## src/rtl/spi_boot_loader_pkg.sv

```systemverilog
// Shared types and constants for the SPI-flash boot loader.
package spi_boot_loader_pkg;

    typedef enum logic [3:0] {
        ST_IDLE,
        ST_CMD,
        ST_HDR,
        ST_DATA,
        ST_AHB_ADDR,
        ST_AHB_DATA,
        ST_CSUM,
        ST_DONE,
        ST_ERR
    } state_t;

    localparam logic [1:0] HTRANS_IDLE   = 2'b00;
    localparam logic [1:0] HTRANS_NONSEQ = 2'b10;
    localparam logic [2:0] HSIZE_WORD    = 3'b010;
    localparam logic [2:0] HBURST_SINGLE = 3'b000;

    localparam int CMD_BYTES  = 4;
    localparam int HDR_BYTES  = 8;
    localparam int WORD_BYTES = 4;
    localparam int CSUM_BYTES = 2;

endpackage

```

## src/rtl/spi_shift_engine.sv

```systemverilog
// SPI mode-0 byte engine: clock divider, chip select and one byte per start pulse.
module spi_shift_engine
    import spi_boot_loader_pkg::*;
#(
    parameter int CLK_DIV = 10
) (
    input  logic       clk,
    input  logic       reset,
    input  logic       start,
    input  logic [7:0] tx_byte,
    input  logic       ss_release,
    input  logic       miso,
    output logic       spi_clk,
    output logic       mosi,
    output logic       ss,
    output logic       busy,
    output logic       byte_valid,
    output logic [7:0] rx_byte
);

    localparam logic [7:0] DIV_LAST = 8'(CLK_DIV - 1);

    logic [7:0] div_cnt;
    logic [2:0] bit_cnt;
    logic [6:0] tx_sr;
    logic [7:0] rx_sr;

    assign rx_byte = rx_sr;

    // Between bytes spi_clk idles low, so the caller pauses the bus simply by not starting.
    // NOTE: sequential state uses non-blocking assignments so every register samples pre-edge values.
    always_ff @(posedge clk or posedge reset) begin
        if (reset) begin
            ss         <= 1'b1;
            spi_clk    <= 1'b0;
            mosi       <= 1'b0;
            busy       <= 1'b0;
            byte_valid <= 1'b0;
            div_cnt    <= '0;
            bit_cnt    <= '0;
            tx_sr      <= '0;
            rx_sr      <= '0;
        end else begin
            byte_valid <= 1'b0;
            if (ss_release) begin
                ss <= 1'b1;
            end
            if (!busy) begin
                if (start) begin
                    busy    <= 1'b1;
                    ss      <= 1'b0;
                    mosi    <= tx_byte[7];
                    tx_sr   <= tx_byte[6:0];
                    div_cnt <= '0;
                    bit_cnt <= '0;
                end
            end else if (div_cnt == DIV_LAST) begin
                div_cnt <= '0;
                if (!spi_clk) begin
                    spi_clk <= 1'b1;
                    rx_sr   <= {rx_sr[6:0], miso};
                end else begin
                    spi_clk <= 1'b0;
                    if (bit_cnt == 3'd7) begin
                        busy       <= 1'b0;
                        byte_valid <= 1'b1;
                        mosi       <= 1'b0;
                    end else begin
                        mosi    <= tx_sr[6];
                        tx_sr   <= {tx_sr[5:0], 1'b0};
                        bit_cnt <= bit_cnt + 3'd1;
                    end
                end
            end else begin
                div_cnt <= div_cnt + 8'd1;
            end
        end
    end

endmodule

```

## src/rtl/spi_boot_loader_v2.sv

```systemverilog
// Boot loader: reads a header/payload/checksum image from SPI flash and writes it over AHB-Lite.
module spi_boot_loader_v2
    import spi_boot_loader_pkg::*;
#(
    parameter int          CLK_DIV      = 10,
    parameter logic [7:0]  FLASH_CMD    = 8'h03,
    parameter logic [23:0] FLASH_OFFSET = 24'h000000,
    parameter logic [15:0] MAGIC        = 16'hB007,
    parameter logic [3:0]  HPROT_VAL    = 4'b0011
) (
    input  logic        clk,
    input  logic        reset,
    input  logic        miso,
    output logic        spi_clk,
    output logic        mosi,
    output logic        ss,
    output logic        spien,
    output logic        core_rst,
    output logic        load_done,
    output logic        load_err,
    output logic [31:0] spi_haddr,
    output logic        spi_hwrite,
    output logic [2:0]  spi_hsize,
    output logic [2:0]  spi_hburst,
    output logic        spi_hmastlock,
    output logic [3:0]  spi_hprot,
    output logic [1:0]  spi_htrans,
    output logic [31:0] spi_hwdata,
    input  logic        spi_hready,
    input  logic        spi_hresp,
    input  logic [31:0] spi_hrdata
);

    state_t      state, state_next;
    logic [2:0]  byte_cnt;
    logic [31:0] shift_reg, base_addr, haddr_r, hwdata_r, rx_word;
    logic [15:0] magic_r, len_r, sum;
    logic [14:0] word_cnt, len_words;
    logic [7:0]  tx_byte, rx_byte;
    logic        eng_start, eng_busy, byte_valid, eng_ss, shifting, terminal;
    logic        unused_hrdata;

    assign unused_hrdata = ^spi_hrdata;

    assign shifting  = state inside {ST_CMD, ST_HDR, ST_DATA, ST_CSUM};
    assign terminal  = state inside {ST_DONE, ST_ERR};
    assign eng_start = shifting && !eng_busy && !byte_valid;
    assign rx_word   = {shift_reg[23:0], rx_byte};
    // Byte length rounded up to whole words; pad bytes are still read and summed.
    assign len_words = 15'((17'(len_r) + 17'd3) >> 2);

    spi_shift_engine #(.CLK_DIV(CLK_DIV)) u_engine (
        .clk        (clk),
        .reset      (reset),
        .start      (eng_start),
        .tx_byte    (tx_byte),
        .ss_release (terminal),
        .miso       (miso),
        .spi_clk    (spi_clk),
        .mosi       (mosi),
        .ss         (eng_ss),
        .busy       (eng_busy),
        .byte_valid (byte_valid),
        .rx_byte    (rx_byte)
    );

    // NOTE: every combinational output gets a default first so no latch is inferred.
    always_comb begin
        tx_byte = 8'h00;
        if (state == ST_CMD) begin
            case (byte_cnt[1:0])
                2'd0:    tx_byte = FLASH_CMD;
                2'd1:    tx_byte = FLASH_OFFSET[23:16];
                2'd2:    tx_byte = FLASH_OFFSET[15:8];
                default: tx_byte = FLASH_OFFSET[7:0];
            endcase
        end
    end

    always_comb begin
        state_next = state;
        case (state)
            ST_IDLE: state_next = ST_CMD;
            ST_CMD:
                if (byte_valid && byte_cnt == 3'(CMD_BYTES - 1)) state_next = ST_HDR;
            ST_HDR:
                if (byte_valid && byte_cnt == 3'(HDR_BYTES - 1)) begin
                    if (magic_r != MAGIC)    state_next = ST_ERR;
                    else if (len_r == 16'd0) state_next = ST_CSUM;
                    else                     state_next = ST_DATA;
                end
            ST_DATA:
                if (byte_valid && byte_cnt == 3'(WORD_BYTES - 1)) state_next = ST_AHB_ADDR;
            ST_AHB_ADDR:
                if (spi_hready) state_next = ST_AHB_DATA;
            ST_AHB_DATA:
                if (spi_hready) begin
                    if (spi_hresp)                            state_next = ST_ERR;
                    else if (word_cnt + 15'd1 == len_words)   state_next = ST_CSUM;
                    else                                      state_next = ST_DATA;
                end
            ST_CSUM:
                if (byte_valid && byte_cnt == 3'(CSUM_BYTES - 1))
                    state_next = (rx_word[15:0] == sum) ? ST_DONE : ST_ERR;
            ST_DONE: state_next = ST_DONE;
            ST_ERR:  state_next = ST_ERR;
            default: state_next = ST_IDLE;
        endcase
    end

    always_ff @(posedge clk or posedge reset) begin
        if (reset) state <= ST_IDLE;
        else       state <= state_next;
    end

    always_ff @(posedge clk or posedge reset) begin
        if (reset) begin
            byte_cnt  <= '0;
            shift_reg <= '0;
            base_addr <= '0;
            haddr_r   <= '0;
            hwdata_r  <= '0;
            magic_r   <= '0;
            len_r     <= '0;
            sum       <= '0;
            word_cnt  <= '0;
        end else begin
            if (state_next != state) byte_cnt <= '0;
            else if (byte_valid)     byte_cnt <= byte_cnt + 3'd1;

            if (byte_valid) shift_reg <= rx_word;

            if (state == ST_IDLE) begin
                sum      <= '0;
                word_cnt <= '0;
            end
            if (state == ST_HDR && byte_valid) begin
                if (byte_cnt == 3'd3) begin
                    magic_r <= rx_word[31:16];
                    len_r   <= rx_word[15:0];
                end
                if (byte_cnt == 3'(HDR_BYTES - 1)) base_addr <= rx_word;
            end
            if (state == ST_DATA && byte_valid) sum <= sum + {8'h00, rx_byte};
            // Word index is 14 bits; the 32-bit add wraps naturally.
            if (state == ST_DATA && state_next == ST_AHB_ADDR)
                haddr_r <= base_addr + {16'h0000, word_cnt[13:0], 2'b00};
            if (state == ST_AHB_ADDR && spi_hready) hwdata_r <= shift_reg;
            if (state == ST_AHB_DATA && spi_hready && !spi_hresp) word_cnt <= word_cnt + 15'd1;
        end
    end

    assign ss            = eng_ss | terminal;
    assign spien         = !terminal;
    assign core_rst      = (state != ST_DONE);
    assign load_done     = (state == ST_DONE);
    assign load_err      = (state == ST_ERR);
    assign spi_htrans    = (state == ST_AHB_ADDR) ? HTRANS_NONSEQ : HTRANS_IDLE;
    assign spi_hwrite    = (state == ST_AHB_ADDR);
    assign spi_haddr     = haddr_r;
    assign spi_hwdata    = hwdata_r;
    assign spi_hsize     = HSIZE_WORD;
    assign spi_hburst    = HBURST_SINGLE;
    assign spi_hmastlock = 1'b0;
    assign spi_hprot     = HPROT_VAL;

endmodule

```

## config.mk

```make
export PLATFORM = sky130hd
export DESIGN_NAME = spi_boot_loader_v2
export DESIGN_NICKNAME = d
export VERILOG_FILES = /design/src/rtl/spi_boot_loader_pkg.sv /design/src/rtl/spi_shift_engine.sv /design/src/rtl/spi_boot_loader_v2.sv
export SDC_FILE = /design/constraint.sdc
export NUM_CORES = 1
export LEC_CHECK = 0
export ABC_AREA = 1
export BUFFER_PORTS_ARGS = -buffer_cell sky130_fd_sc_hd__buf_2
export CORE_ASPECT_RATIO = 1.75
export CORE_UTILIZATION = 40
export CTS_CLUSTER_DIAMETER = 150
export DETAILED_ROUTE_END_ITERATION = 10
export SLEW_MARGIN = 20
export SYNTH_ARGS = -nofsm -noshare
export SYNTH_HDL_FRONTEND = slang
export SYNTH_HIERARCHICAL = 1
export SYNTH_SLANG_ARGS = --single-unit
```

## constraint.sdc

```tcl
create_clock -name clk -period 6 [get_ports clk]
set_input_delay 0.9 -clock clk [delete_from_list [all_inputs] [get_ports clk]]
set_output_delay 0.9 -clock clk [all_outputs]
set_load 0.03 [all_outputs]
```

# [Word-level counts from Yosys, hierarchy flattened]
# Cells that the tools add are included.
# W data, S select, Z words.
[totals] ff_bits=229 out_inout_bits=85 wordCells=132
[classes] n_addsub=7 eq_ne=22 n_mux=52 bitwise=2 n_reduce_logical=30
[op_table] cell="$mux W4" count=9
[op_table] cell="$pmux W4 S9" count=1
[op_table] cell="$mux W7" count=5
[op_table] cell="$add A32 B16 Y32" count=1
[op_table] cell="$mux W16" count=2
[op_table] cell="$mux W8" count=4
[op_table] cell="$mux W15" count=2
[op_table] cell="$mux W3" count=9
[op_table] cell="$eq A4 B3 Y1 const B" count=5
[op_table] cell="$mux W1" count=18
[op_table] cell="$add A16 B2 Y17 const B" count=1
[op_table] cell="$add A16 B8 Y16" count=1
[op_table] cell="$eq A16 B16 Y1" count=1
[op_table] cell="$logic_not A16 Y1" count=1
[op_table] cell="$ne A16 B16 Y1 const B" count=1
[op_table] cell="$add A15 B1 Y15 const B" count=1
[op_table] cell="$eq A15 B15 Y1" count=1
[op_table] cell="$logic_and A1 B1 Y1" count=11
[op_table] cell="$reduce_bool A2 Y1" count=5
[op_table] cell="$add A8 B1 Y8 const B" count=1
[op_table] cell="$eq A4 B2 Y1 const B" count=2
[op_table] cell="$eq A8 B4 Y1 const B" count=1
[op_table] cell="$add A3 B1 Y3 const B" count=2
[op_table] cell="$eq A3 B3 Y1 const B" count=2
[op_table] cell="18 further kinds" count=26

# [Longest topological paths before layout]
# Gate-level depths: netlist of the first run.
[depth] ltp_word=8 mapped_depth=20 mapped_depth_nobuf=20

# [Hierarchy]
# The synthesis of the first run kept the hierarchy.
[by_module_without_submodules] mod="spi_boot_loader_v2" n_inst=1 cells_per_inst=1283 area_each_um2=10193.5 seq_area_each_um2=4954.8
[by_module_without_submodules] mod="spi_shift_engine" n_inst=1 cells_per_inst=196 area_each_um2=1589.0 seq_area_each_um2=777.0

# [Worst setup path after synthesis of the first run]
# No wires, ideal clock.
[synth_path] path_type="register -> output" startpoint="register state[1]" endpoint="output port ss" arrival_ns=2.118 slack_ns=2.982 path_stages_with_launch=7 path_cell_list="dfrtp_1 > nor2_1 > inv_1 > nor3_1 > nor2_1 > inv_1 > or2_2"
[synth_between] elab_chain_len=3
[synth_lines] element="start, declared" line="spi_boot_loader_v2.sv:34" source="state_t state, state_next;"
[synth_lines] element="start signal, assigned" line="spi_boot_loader_v2.sv:113" source="else state <= state_next;"
[synth_lines] element="$eq A4 B4 Y1"
[synth_lines] element="net load_err" line="spi_boot_loader_v2.sv:20" source="output logic load_err,"
[synth_lines] element="$reduce_bool A2 Y1" line="spi_boot_loader_v2.sv:46" source="assign terminal = state inside {ST_DONE, ST_ERR};"
[synth_lines] element="net terminal" line="spi_boot_loader_v2.sv:40" source="logic eng_start, eng_busy, byte_valid, eng_ss, shifting, terminal;"
[synth_lines] element="$or A1 B1 Y1" line="spi_boot_loader_v2.sv:153" source="assign ss = eng_ss | terminal;"
[synth_lines] element="end, declared" line="spi_boot_loader_v2.sv:16" source="output logic ss,"
# The timed path passes the listed nets, and every way through them passes these cells.

# [Worst setup path after layout of the first run]
[layout_path] startpoint="register state[1]" endpoint="output port ss"
[layout_between] elab_chain_len=3
[layout_lines] element="$eq A4 B3 Y1 / $eq A4 B4 Y1 (equally long branches)" line="spi_boot_loader_v2.sv:46"
[layout_lines] element="$reduce_bool A2 Y1 *" line="spi_boot_loader_v2.sv:46"
[layout_lines] element="net terminal" line="spi_boot_loader_v2.sv:40"
[layout_lines] element="$or A1 B1 Y1 *" line="spi_boot_loader_v2.sv:153"
# The timed path passes the listed nets; every way through them passes the cells marked *.

==> results.sh, run 1 <==
export IMPL_hold_class="flip-flop to flip-flop"
export IMPL_max_stage_delay_ns=0.45
export IMPL_core_area_sq_mm=0.0288
export IMPL_synthesis_area_sq_mm=0.0118
export IMPL_cp_max_fo=6
export IMPL_worst_pin_slew_ns=0.927
export IMPL_numCtsBuffers=24
export IMPL_cts_resized=0
export IMPL_cp_cell_sequence="nor2_1 -> inv_1 -> nor3_1 -> nor2_1 -> inv_1 -> or2_2 -> buf_2"
export IMPL_crit_path_top_delay_cell="dfrtp_1"
export IMPL_grt_ovfl_total=0
export IMPL_startpoint="state[1]"
export IMPL_rsz0062_at_grt="no"
export IMPL_place_gp_congestion=0.880
export IMPL_antenna_cells=0
export IMPL_p_switching_mw=0.681
export IMPL_drt_total_wl_mm=28.5
export IMPL_final_common_cell="nand2_1"
export IMPL_p_clk_share_pct=48.8
export IMPL_synth_seq_cells=229
export IMPL_holdBufCountCts=0
export IMPL_dieHeight_um=229
export IMPL_setup_violations=0
export IMPL_power_density_mw_per_mm2=234
export IMPL_r2r_start="word_cnt[0]"
export IMPL_place_area_sq_mm=0.0125
export IMPL_finalMaxSlewViolations=0
export IMPL_clk_pin_slew_ns=0.06
export IMPL_utilization_pct=46.3
export IMPL_max_freq_ghz=0.343
export IMPL_postSynthAreaPerCell_sq_um=7.97
export IMPL_maxSlewHeadroom_pct=38.2
export IMPL_clock_sinks=229
export IMPL_design_area_sq_mm=0.0133
export IMPL_fin_nets=1624
export IMPL_wl_per_cell_um=14.6
export IMPL_antenna_found_initial=0
export IMPL_leakagePower_nw=6.61
export IMPL_grt_pass1_wl_mm=47.5
export IMPL_cts_root_buf="clkbuf_16"
export IMPL_tritoncts="built"
export IMPL_grt_max_degree=170
export IMPL_fin_setup_tns_ns=0
export IMPL_p_sw_share_pct=21.8
export IMPL_synth_edf_count=0
export IMPL_required_ns=5.10
export IMPL_yosysWarnings=6
export IMPL_cts_buffer_depth=3
export IMPL_criticalPathCategory="flip-flop to primary output"
export IMPL_cts_setup_buffers=0
export IMPL_startpoint_type="flip-flop"
export IMPL_start_util_pct=40.9
export IMPL_synth_cell_types=48
export IMPL_clk_latency_ns=0.54
export IMPL_die_w_um=132
export IMPL_die_area_sq_mm=0.0302
export IMPL_synthArstFlopShare_pct=100
export IMPL_cap_violations=0
export IMPL_ios=122
export IMPL_status="finished clean"
export IMPL_grt_use_total_pct=19.5
export IMPL_postRouteAntennaNets=0
export IMPL_io_buffers=77
export IMPL_firstDrtPassIters=5
export IMPL_pwr_share_seq_pct=49.5
export IMPL_layout_drive_gt1_share_pct=12.0
export IMPL_first_global_vias=9625
export IMPL_drt_iter0_drc=535
export IMPL_yosysSeqAreaShare_pct=48.6
export IMPL_timing_final_crit_share_pct=48.6
export IMPL_hold_viol_final=0
export IMPL_htreeDepth=1
export IMPL_synth_flop_cell="dfrtp_1"
export IMPL_critPathCapture="ss"
export IMPL_drc_errors=0
export IMPL_r2r_end="spi_haddr[28]"
export IMPL_viasPerCell=4.91
export IMPL_endpoint_kind="primary output"
export IMPL_worstPathArrival_ns=2.02
export IMPL_fillers=2858
export IMPL_std_cell_rows=82
export IMPL_layout_min_cycle_time_ns=2.92
export IMPL_skew_ns=0.0187
export IMPL_num_vias=9568
export IMPL_r2r_cells=16
export IMPL_area_growth_pct=13.2
export IMPL_dp_hpwl_mm=20.9
export IMPL_peakVddDrop_v=0.000178
export IMPL_netlist_instances=1479
export IMPL_internal_power_mw=2.45
export IMPL_p_comb_share_pct=1.6
export IMPL_rrSetupSlack_ns=3.10
export IMPL_final_cell_mix="459 x nand2_1, 227 x dfrtp_1, 178 x o21ai_0"
==> cells in the mapped netlist, drive strengths merged, types with 3 or more instances <==
| cell type | instances | area share (%) |
|---|---|---|
| o31ai | 5 | 0.32 |
| a21oi | 32 | 1.4 |
| a32o | 3 | 0.25 |
| clkbuf | 32 | 1.0 |
| inv | 176 | 5.6 |
| nor4 | 4 | 0.21 |
| nand4 | 19 | 1.1 |
| nor3 | 16 | 0.68 |
| o22ai | 11 | 0.58 |
| ha | 32 | 3.4 |
| nand2 | 473 | 15 |
| xnor2 | 16 | 1.2 |
| dfrtp | 228 | 48 |
| clkinv | 3 | 0.096 |
| buf | 24 | 1.4 |
| or2 | 4 | 0.21 |
| nand3b | 3 | 0.19 |
| o21bai | 4 | 0.25 |
| and3 | 3 | 0.16 |
| o21ai | 195 | 8.6 |
| xor2 | 14 | 1.0 |
| nand3 | 80 | 3.7 |
| nor2 | 86 | 3.3 |
==> worst max-delay path: cells and delay by family (launching register included) <==
kind	cells	cell delay, ns
buffers and inverters	3	0.35
DFF	1	0.45
and+or+nand+nor	4	0.71
==> kinds of logic (layout without fill, tap and decap cells) <==
logic type | Yosys count | count (layout) | share of synthesized area, %
fa+ha+maj | 34 | 34 | 3.74
compound gates | 259 | 259 | 12.0
xor+xnor | 30 | 30 | 2.23
other cells | 2 | 18 | 0.0637
buf+inv | 235 | 310 | 8.13
flops | 229 | 229 | 48.6
mux | 1 | 1 | 0.0850
simple gates | 689 | 689 | 25.1
==> worst min-delay path by stage <==
| stage | from | to | depth (start not counted) |
|---|---|---|---|
| final | spi_haddr[2] | spi_haddr[2] | 2 |
| after global routing | spi_haddr[2] | spi_haddr[2] | 2 |
| after detailed placement | spi_haddr[2] | spi_haddr[2] | 2 |
| after CTS | reset | u_engine/spi_clk | 3 |
| after global placement | spi_haddr[2] | spi_haddr[2] | 2 |
| after floorplan | base_addr[0] | spi_haddr[0] | 2 |
==> routing by layer <==
metal | track usage [%] | up-vias | wire (um)
li1 | - | 4858 | -
met1 | 22.8 | 4491 | 11900
met4 | 7.30 | 0 | 919
met3 | 2.55 | 50 | 1020
met5 | 0 | - | 0
met2 | 35.9 | 169 | 14700
==> per-stage QoR <==
stage	setup WS, ns	hold slack (ns)	cells	total power, mW
finish	3.08	0.471	1948	3.13
CTS	3.03	0.477	1948	3.17
detailed placement	3.08	0.462	1905	1.63
global placement	3.16	0.458	1905	1.63
floorplan	2.54	0.450	1495	1.62
global route	2.82	0.496	1948	3.24
==> power by group through the flow <==
stage	Clock [mW]	Combinational, mW	Sequential, mW
floorplan	0	0.0437	1.58
global placement	0	0.0534	1.58
detailed placement	0	0.0539	1.58
CTS	1.57	0.0539	1.55
global route	1.63	0.0596	1.55
finish	1.53	0.0512	1.55
==> layout make-up <==
class	instances	area, sq um	share of cell area (%)
clock buffer	35	732	5.49
timing repair buffer	88	480	3.60
tap	378	473	3.54
clock inverter	8	93.8	0.703
sequential	229	5730	43.0
multi-input combinational	1031	5150	38.6
inverter	179	676	5.06
Note: power is estimated with default switching activity, not from simulation.
==> run 2: changes to the inputs <==
==> constraint.sdc (replaced) <==
create_clock -name clk -period 2.94 [get_ports clk]
set_input_delay 0.441 -clock clk [delete_from_list [all_inputs] [get_ports clk]]
set_output_delay 0.441 -clock clk [all_outputs]
set_load 0.03 [all_outputs]
==> run 2 against run 1 <==
Net effect: first-iteration DRC count up 2.4%; clock power rose by 100%; core utilization grew 0.30 points; clock skew shrank 0.0030 ns; via count up 1.8%; critical path type is now flip-flop to flip-flop; final area up 0.64%.
==> results.sh, run 2 (synthesized netlist as in run 1, its figures left out) <==
export IMPL_peakVddDrop_v=0.000452
export IMPL_startpoint_type="flip-flop"
export IMPL_p_comb_share_pct=1.7
export IMPL_area_growth_pct=14.0
export IMPL_timing_final_crit_share_pct=91.7
export IMPL_cap_violations=0
export IMPL_maxSlewHeadroom_pct=34.0
export IMPL_dp_cells=1916
export IMPL_power_density_mw_per_mm2=472
export IMPL_status="finished clean"
export IMPL_drc_errors=0
export IMPL_endpoint_kind="flip-flop"
export IMPL_core_area_sq_mm=0.0288
export IMPL_final_cell_mix="458 x nand2_1, 226 x dfrtp_1, 178 x o21ai_0"
export IMPL_cp_max_fo=6
export IMPL_antenna_cells=0
export IMPL_clk_pin_slew_ns=0.07
export IMPL_cts_root_buf="clkbuf_16"
export IMPL_fin_setup_tns_ns=0
export IMPL_ios=122
export IMPL_grt_pass1_wl_mm=47.9
export IMPL_critical_path_top_delay_family="compound AO/OA/AOI/OAI gates"
export IMPL_numCtsBuffers=23
export IMPL_fin_nets=1638
export IMPL_pwr_share_seq_pct=49.9
export IMPL_final_common_cell="nand2_1"
export IMPL_hold_viol_final=0
export IMPL_min_path_cells=3
export IMPL_dp_hpwl_mm=21.4
export IMPL_num_vias=9740
export IMPL_clock_sinks=229
export IMPL_r2r_start="word_cnt[0]"
export IMPL_tritoncts="built"
export IMPL_antenna_found_initial=0
export IMPL_grt_ovfl_total=0
export IMPL_clk_latency_ns=0.53
export IMPL_setup_violations=0
export IMPL_hold_class="input port to flip-flop"
export IMPL_skew_ns=0.0157
export IMPL_criticalPathCategory="flip-flop to flip-flop"
export IMPL_worstPathArrival_ns=3.13
export IMPL_die_w_um=132
export IMPL_first_global_vias=9689
export IMPL_io_buffers=77
export IMPL_drt_iter0_drc=548
export IMPL_rsz0062_at_grt="no"
export IMPL_grt_max_degree=170
export IMPL_crit_buf_inv=3
export IMPL_cp_cell_sequence="ha_1 -> inv_1 -> fa_1 -> inv_1 -> nand2_1 -> o21ai_2 -> a21oi_2 -> o21ai_2 -> inv_1 -> o21ai_2 -> nand2_2 -> nor2_4 -> nand4_1 -> xnor2_1 -> nand2_1 -> nand2_1"
export IMPL_dieHeight_um=229
export IMPL_viasPerCell=4.96
export IMPL_p_clk_share_pct=48.4
export IMPL_hp_start="miso"
export IMPL_p_switching_mw=1.37
export IMPL_finalMaxSlewViolations=0
export IMPL_start_util_pct=40.9
export IMPL_r2r_cells=16
export IMPL_utilization_pct=46.6
export IMPL_internal_power_mw=4.97
export IMPL_max_stage_delay_ns=0.41
export IMPL_required_ns=3.37
export IMPL_firstDrtPassIters=5
export IMPL_layout_cells_non_filler=1962
export IMPL_max_freq_ghz=0.371
export IMPL_worst_pin_slew_ns=0.990
export IMPL_cts_buffer_depth=3
export IMPL_grt_use_total_pct=19.6
export IMPL_r2r_end="spi_haddr[28]"
export IMPL_postRouteAntennaNets=0
export IMPL_rrSetupSlack_ns=0.24
export IMPL_layout_drive_gt1_share_pct=12.8
export IMPL_hold_end="u_engine/rx_byte[0]"
export IMPL_leakagePower_nw=6.67
export IMPL_p_sw_share_pct=21.6
export IMPL_wl_per_cell_um=14.7
export IMPL_place_gp_congestion=0.874
export IMPL_std_cell_rows=82
export IMPL_layout_min_cycle_time_ns=2.70
export IMPL_die_area_sq_mm=0.0302
export IMPL_htreeDepth=1
export IMPL_drt_total_wl_mm=28.9
export IMPL_crit_path_top_delay_cell="dfrtp_2"
[run 2: per-stage QoR]
stage	hold slack [ns]	setup WS [ns]	total power, mW	area, sq um
global placement	0.377	0.211	3.33	12600
finish	0.170	0.244	6.33	13400
global route	0.189	0.00596	6.56	13400
detailed placement	0.380	0.111	3.33	12600
floorplan	0.450	-0.0614	3.31	11800
CTS	0.155	0.111	6.42	13400
[run 2: power by group through the flow]
stage	Combinational, mW	Clock, mW	Sequential [mW]
floorplan	0.0893	0	3.22
global placement	0.110	0	3.22
detailed placement	0.111	0	3.22
CTS	0.112	3.15	3.16
global route	0.125	3.28	3.16
finish	0.107	3.07	3.16
[run 2: how the worst max path moves through the flow]
stage	start	end	cells past startpoint
after detailed placement	word_cnt[0]	spi_haddr[28]	16
after CTS	word_cnt[0]	spi_haddr[28]	16
after global placement	word_cnt[0]	spi_haddr[28]	16
after global routing	u_engine/rx_byte[0]	sum[12]	17
after floorplan	reset	base_addr[0]	1
final	word_cnt[0]	spi_haddr[28]	16
[run 2: repair_timing]
item                       4_1_cts  5_1_grt
setup buffers                    0        3
resized for setup                0        3
hold endpoints to repair         4        0
hold buffers                     1        0
setup endpoints to repair        0        5
[run 2: worst reg2reg max path: stages, from the launching register on]
cell and delay [ns]:
dfrtp_2 0.41, ha_1 0.19, inv_1 0.06, fa_1 0.36, inv_1 0.08, nand2_1 0.08, o21ai_2 0.19, a21oi_2 0.10
o21ai_2 0.21, inv_1 0.07, o21ai_2 0.21, nand2_2 0.11, nor2_4 0.18, nand4_1 0.12, xnor2_1 0.15, nand2_1 0.06
nand2_1 0.04
[run 2: cell type report]
cell class	count	area, sq um
repair buffers	103	596
clock buffers	30	632
clock inverters	12	156
inverters	179	676
flip-flops and latches	229	5730
well taps	378	473
fillers	2845	15400
multi-input cells	1031	5160
[run 2: routing by layer]
| metal | vias to the layer above | share of wire, % | global-route usage, % |
|---|---|---|---|
| li1 | 4899 | - | - |
| met1 | 4617 | 41 | 22.8 |
| met4 | 0 | 2.8 | 7.34 |
| met3 | 44 | 3.1 | 2.10 |
| met2 | 180 | 53 | 36.6 |
| met5 | - | 0 | 0 |
==> run 3: changes to the inputs <==
--- a/config.mk
+++ b/config.mk
@@ -7,10 +7,14 @@
 export LEC_CHECK = 0
 export ABC_AREA = 1
 export BUFFER_PORTS_ARGS = -buffer_cell sky130_fd_sc_hd__buf_2
+export CELL_PAD_IN_SITES_DETAIL_PLACEMENT = 0
+export CELL_PAD_IN_SITES_GLOBAL_PLACEMENT = 1
 export CORE_ASPECT_RATIO = 1.75
 export CORE_UTILIZATION = 40
 export CTS_CLUSTER_DIAMETER = 150
+export CTS_CLUSTER_SIZE = 20
 export DETAILED_ROUTE_END_ITERATION = 10
+export PLACE_DENSITY_LB_ADDON = 0.1
 export SLEW_MARGIN = 20
 export SYNTH_ARGS = -nofsm -noshare
 export SYNTH_HDL_FRONTEND = slang
==> run 3 against run 2 <==
Net effect: setup slack worse by 0.0084 ns; routed wire length is 5.8% higher; critical path depth is the same; non-clock buffer count is 5 lower; total power down 16%; critical path type unchanged; hold slack worse by 0.11 ns; via count shrank 2.6%; register-to-register slack hardly changed; combinational power about the same; count of clock-buffer cells in the layout down 11; sequential share of layout area rose by 1.3 points.
==> results.sh, run 3 (synthesized netlist as in run 1, its figures left out) <==
export IMPL_ios=122
export IMPL_drc_errors=0
export IMPL_utilization_pct=45.2
export IMPL_grt_pass1_wl_mm=49.8
export IMPL_seq_area_sq_mm=0.00573
export IMPL_std_cell_rows=82
export IMPL_antenna_cells=0
export IMPL_dieHeight_um=229
export IMPL_setup_violations=0
export IMPL_viasPerCell=4.90
export IMPL_drt_iter0_drc=454
export IMPL_cts_buffer_depth=3
export IMPL_max_freq_ghz=0.370
export IMPL_peakVddDrop_v=0.000409
export IMPL_p_switching_mw=1.22
export IMPL_clk_latency_ns=0.51
export IMPL_tritoncts="built"
export IMPL_finalMaxSlewViolations=0
export IMPL_design_area_sq_mm=0.0130
export IMPL_clk_pin_slew_ns=0.10
export IMPL_status="finished clean"
export IMPL_clock_sinks=229
export IMPL_cap_violations=0
export IMPL_layout_drive_gt1_share_pct=11.3
export IMPL_firstDrtPassIters=5
export IMPL_place_gp_congestion=0.862
export IMPL_layout_min_cycle_time_ns=2.70
export IMPL_core_area_sq_mm=0.0288
export IMPL_endpoint_kind="flip-flop"
export IMPL_p_comb_share_pct=2.0
export IMPL_required_ns=3.34
export IMPL_dp_hpwl_mm=23.2
export IMPL_startpoint="word_cnt[0]"
export IMPL_cp_max_fo=8
export IMPL_worstPathArrival_ns=3.11
export IMPL_grt_max_degree=136
export IMPL_numCtsBuffers=15
export IMPL_power_density_mw_per_mm2=410
export IMPL_leakagePower_nw=6.46
export IMPL_final_common_cell="nand2_1"
export IMPL_area_growth_pct=10.5
export IMPL_criticalPathCategory="flip-flop to flip-flop"
export IMPL_htreeDepth=1
export IMPL_postRouteAntennaNets=0
export IMPL_p_sw_share_pct=22.8
export IMPL_maxSlewHeadroom_pct=42.7
export IMPL_rrSetupSlack_ns=0.24
export IMPL_die_area_sq_mm=0.0302
export IMPL_final_cell_mix="458 x nand2_1, 226 x dfrtp_1, 178 x o21ai_0"
export IMPL_io_buffers=77
export IMPL_start_util_pct=40.9
export IMPL_r2r_start="word_cnt[0]"
export IMPL_grt_use_total_pct=20.8
export IMPL_skew_ns=0.0217
export IMPL_fillers=2995
export IMPL_hold_viol_final=0
export IMPL_die_w_um=132
export IMPL_place_area_sq_mm=0.0126
export IMPL_timing_final_crit_share_pct=92.0
export IMPL_cts_setup_buffers=0
export IMPL_p_clk_share_pct=38.8
export IMPL_pwr_share_seq_pct=59.2
export IMPL_startpoint_type="flip-flop"
export IMPL_multi_input_area_sq_mm=0.00516
export IMPL_grt_ovfl_total=0
export IMPL_antenna_found_initial=0
export IMPL_wl_per_cell_um=15.8
export IMPL_cts_root_buf="clkbuf_16"
export IMPL_internal_power_mw=4.12
export IMPL_worst_pin_slew_ns=0.860
export IMPL_drt_total_wl_mm=30.6
export IMPL_fin_nets=1625
export IMPL_hold_class="input port to asynchronous set/reset pin"
export IMPL_num_vias=9485
export IMPL_rsz0062_at_grt="no"
export IMPL_first_global_vias=9365
-- run 3: cell type report --
cell class | instances | share of cell area [%]
well taps | 378 | 3.63
clock buffers | 19 | 3.00
flip-flops and latches | 229 | 44.0
clock inverters | 2 | 0.192
multi-input cells | 1031 | 39.6
repair buffers | 98 | 4.36
inverters | 179 | 5.19
-- run 3: power groups by stage --
stage | combinational (mW) | clock [mW] | sequential [mW]
floorplan | 0.0893 | 0 | 3.22
global placement | 0.113 | 0 | 3.22
detailed placement | 0.113 | 0 | 3.22
CTS | 0.114 | 2.16 | 3.16
global route | 0.126 | 2.26 | 3.16
finish | 0.107 | 2.07 | 3.16
-- run 3: final timing paths --
path,end,cells past startpoint
max,spi_haddr[28],16
min,u_engine/tx_sr[2],3
max reg2reg,spi_haddr[28],16
min reg2reg,spi_haddr[2],2
max in group asynchronous,len_r[2],3
min in group clk,u_engine/rx_byte[0],3
-- run 3: repair_timing --
action	in CTS	in global routing
resized for setup	0	1
hold endpoints to repair	0	0
endpoints found under the setup margin	0	1
hold buffers	0	0
-- run 3: per-stage QoR --
stage / setup WS [ns] / power [mW] / setup TNS, ns / hold slack [ns] / std cells
2_1_floorplan: -0.0614 / 3.31 / -12.15 / 0.450 / 1495
3_3_place_gp: 0.240 / 3.33 / 0 / 0.452 / 1915
3_5_place_dp: 0.194 / 3.33 / 0 / 0.455 / 1915
4_1_cts: 0.191 / 5.43 / 0 / 0.0602 / 1936
5_1_grt: 0.0215 / 5.54 / 0 / 0.0825 / 1936
6_report: 0.235 / 5.33 / 0 / 0.0578 / 1936
-- run 3: per-layer routing --
metal | up-vias | GRT usage (%) | part of all wire [%]
li1 | 4849 | - | -
met1 | 4466 | 25.4 | 42
met2 | 130 | 38.1 | 53
met3 | 40 | 1.75 | 2.4
met4 | 0 | 7.19 | 3.0
met5 | - | 0 | 0
-- run 3: critical path, stage by stage (launching register included) --
cell and delay (ns):
dfrtp_1 0.43, ha_1 0.19, inv_1 0.06, fa_1 0.36
inv_1 0.07, nand2_1 0.08, o21ai_2 0.16, a21oi_1 0.14
o21ai_2 0.18, inv_1 0.07, o21ai_2 0.19, nand2_1 0.13
nor2_4 0.19, nand4_1 0.12, xnor2_1 0.14, nand2_1 0.06
nand2_1 0.04
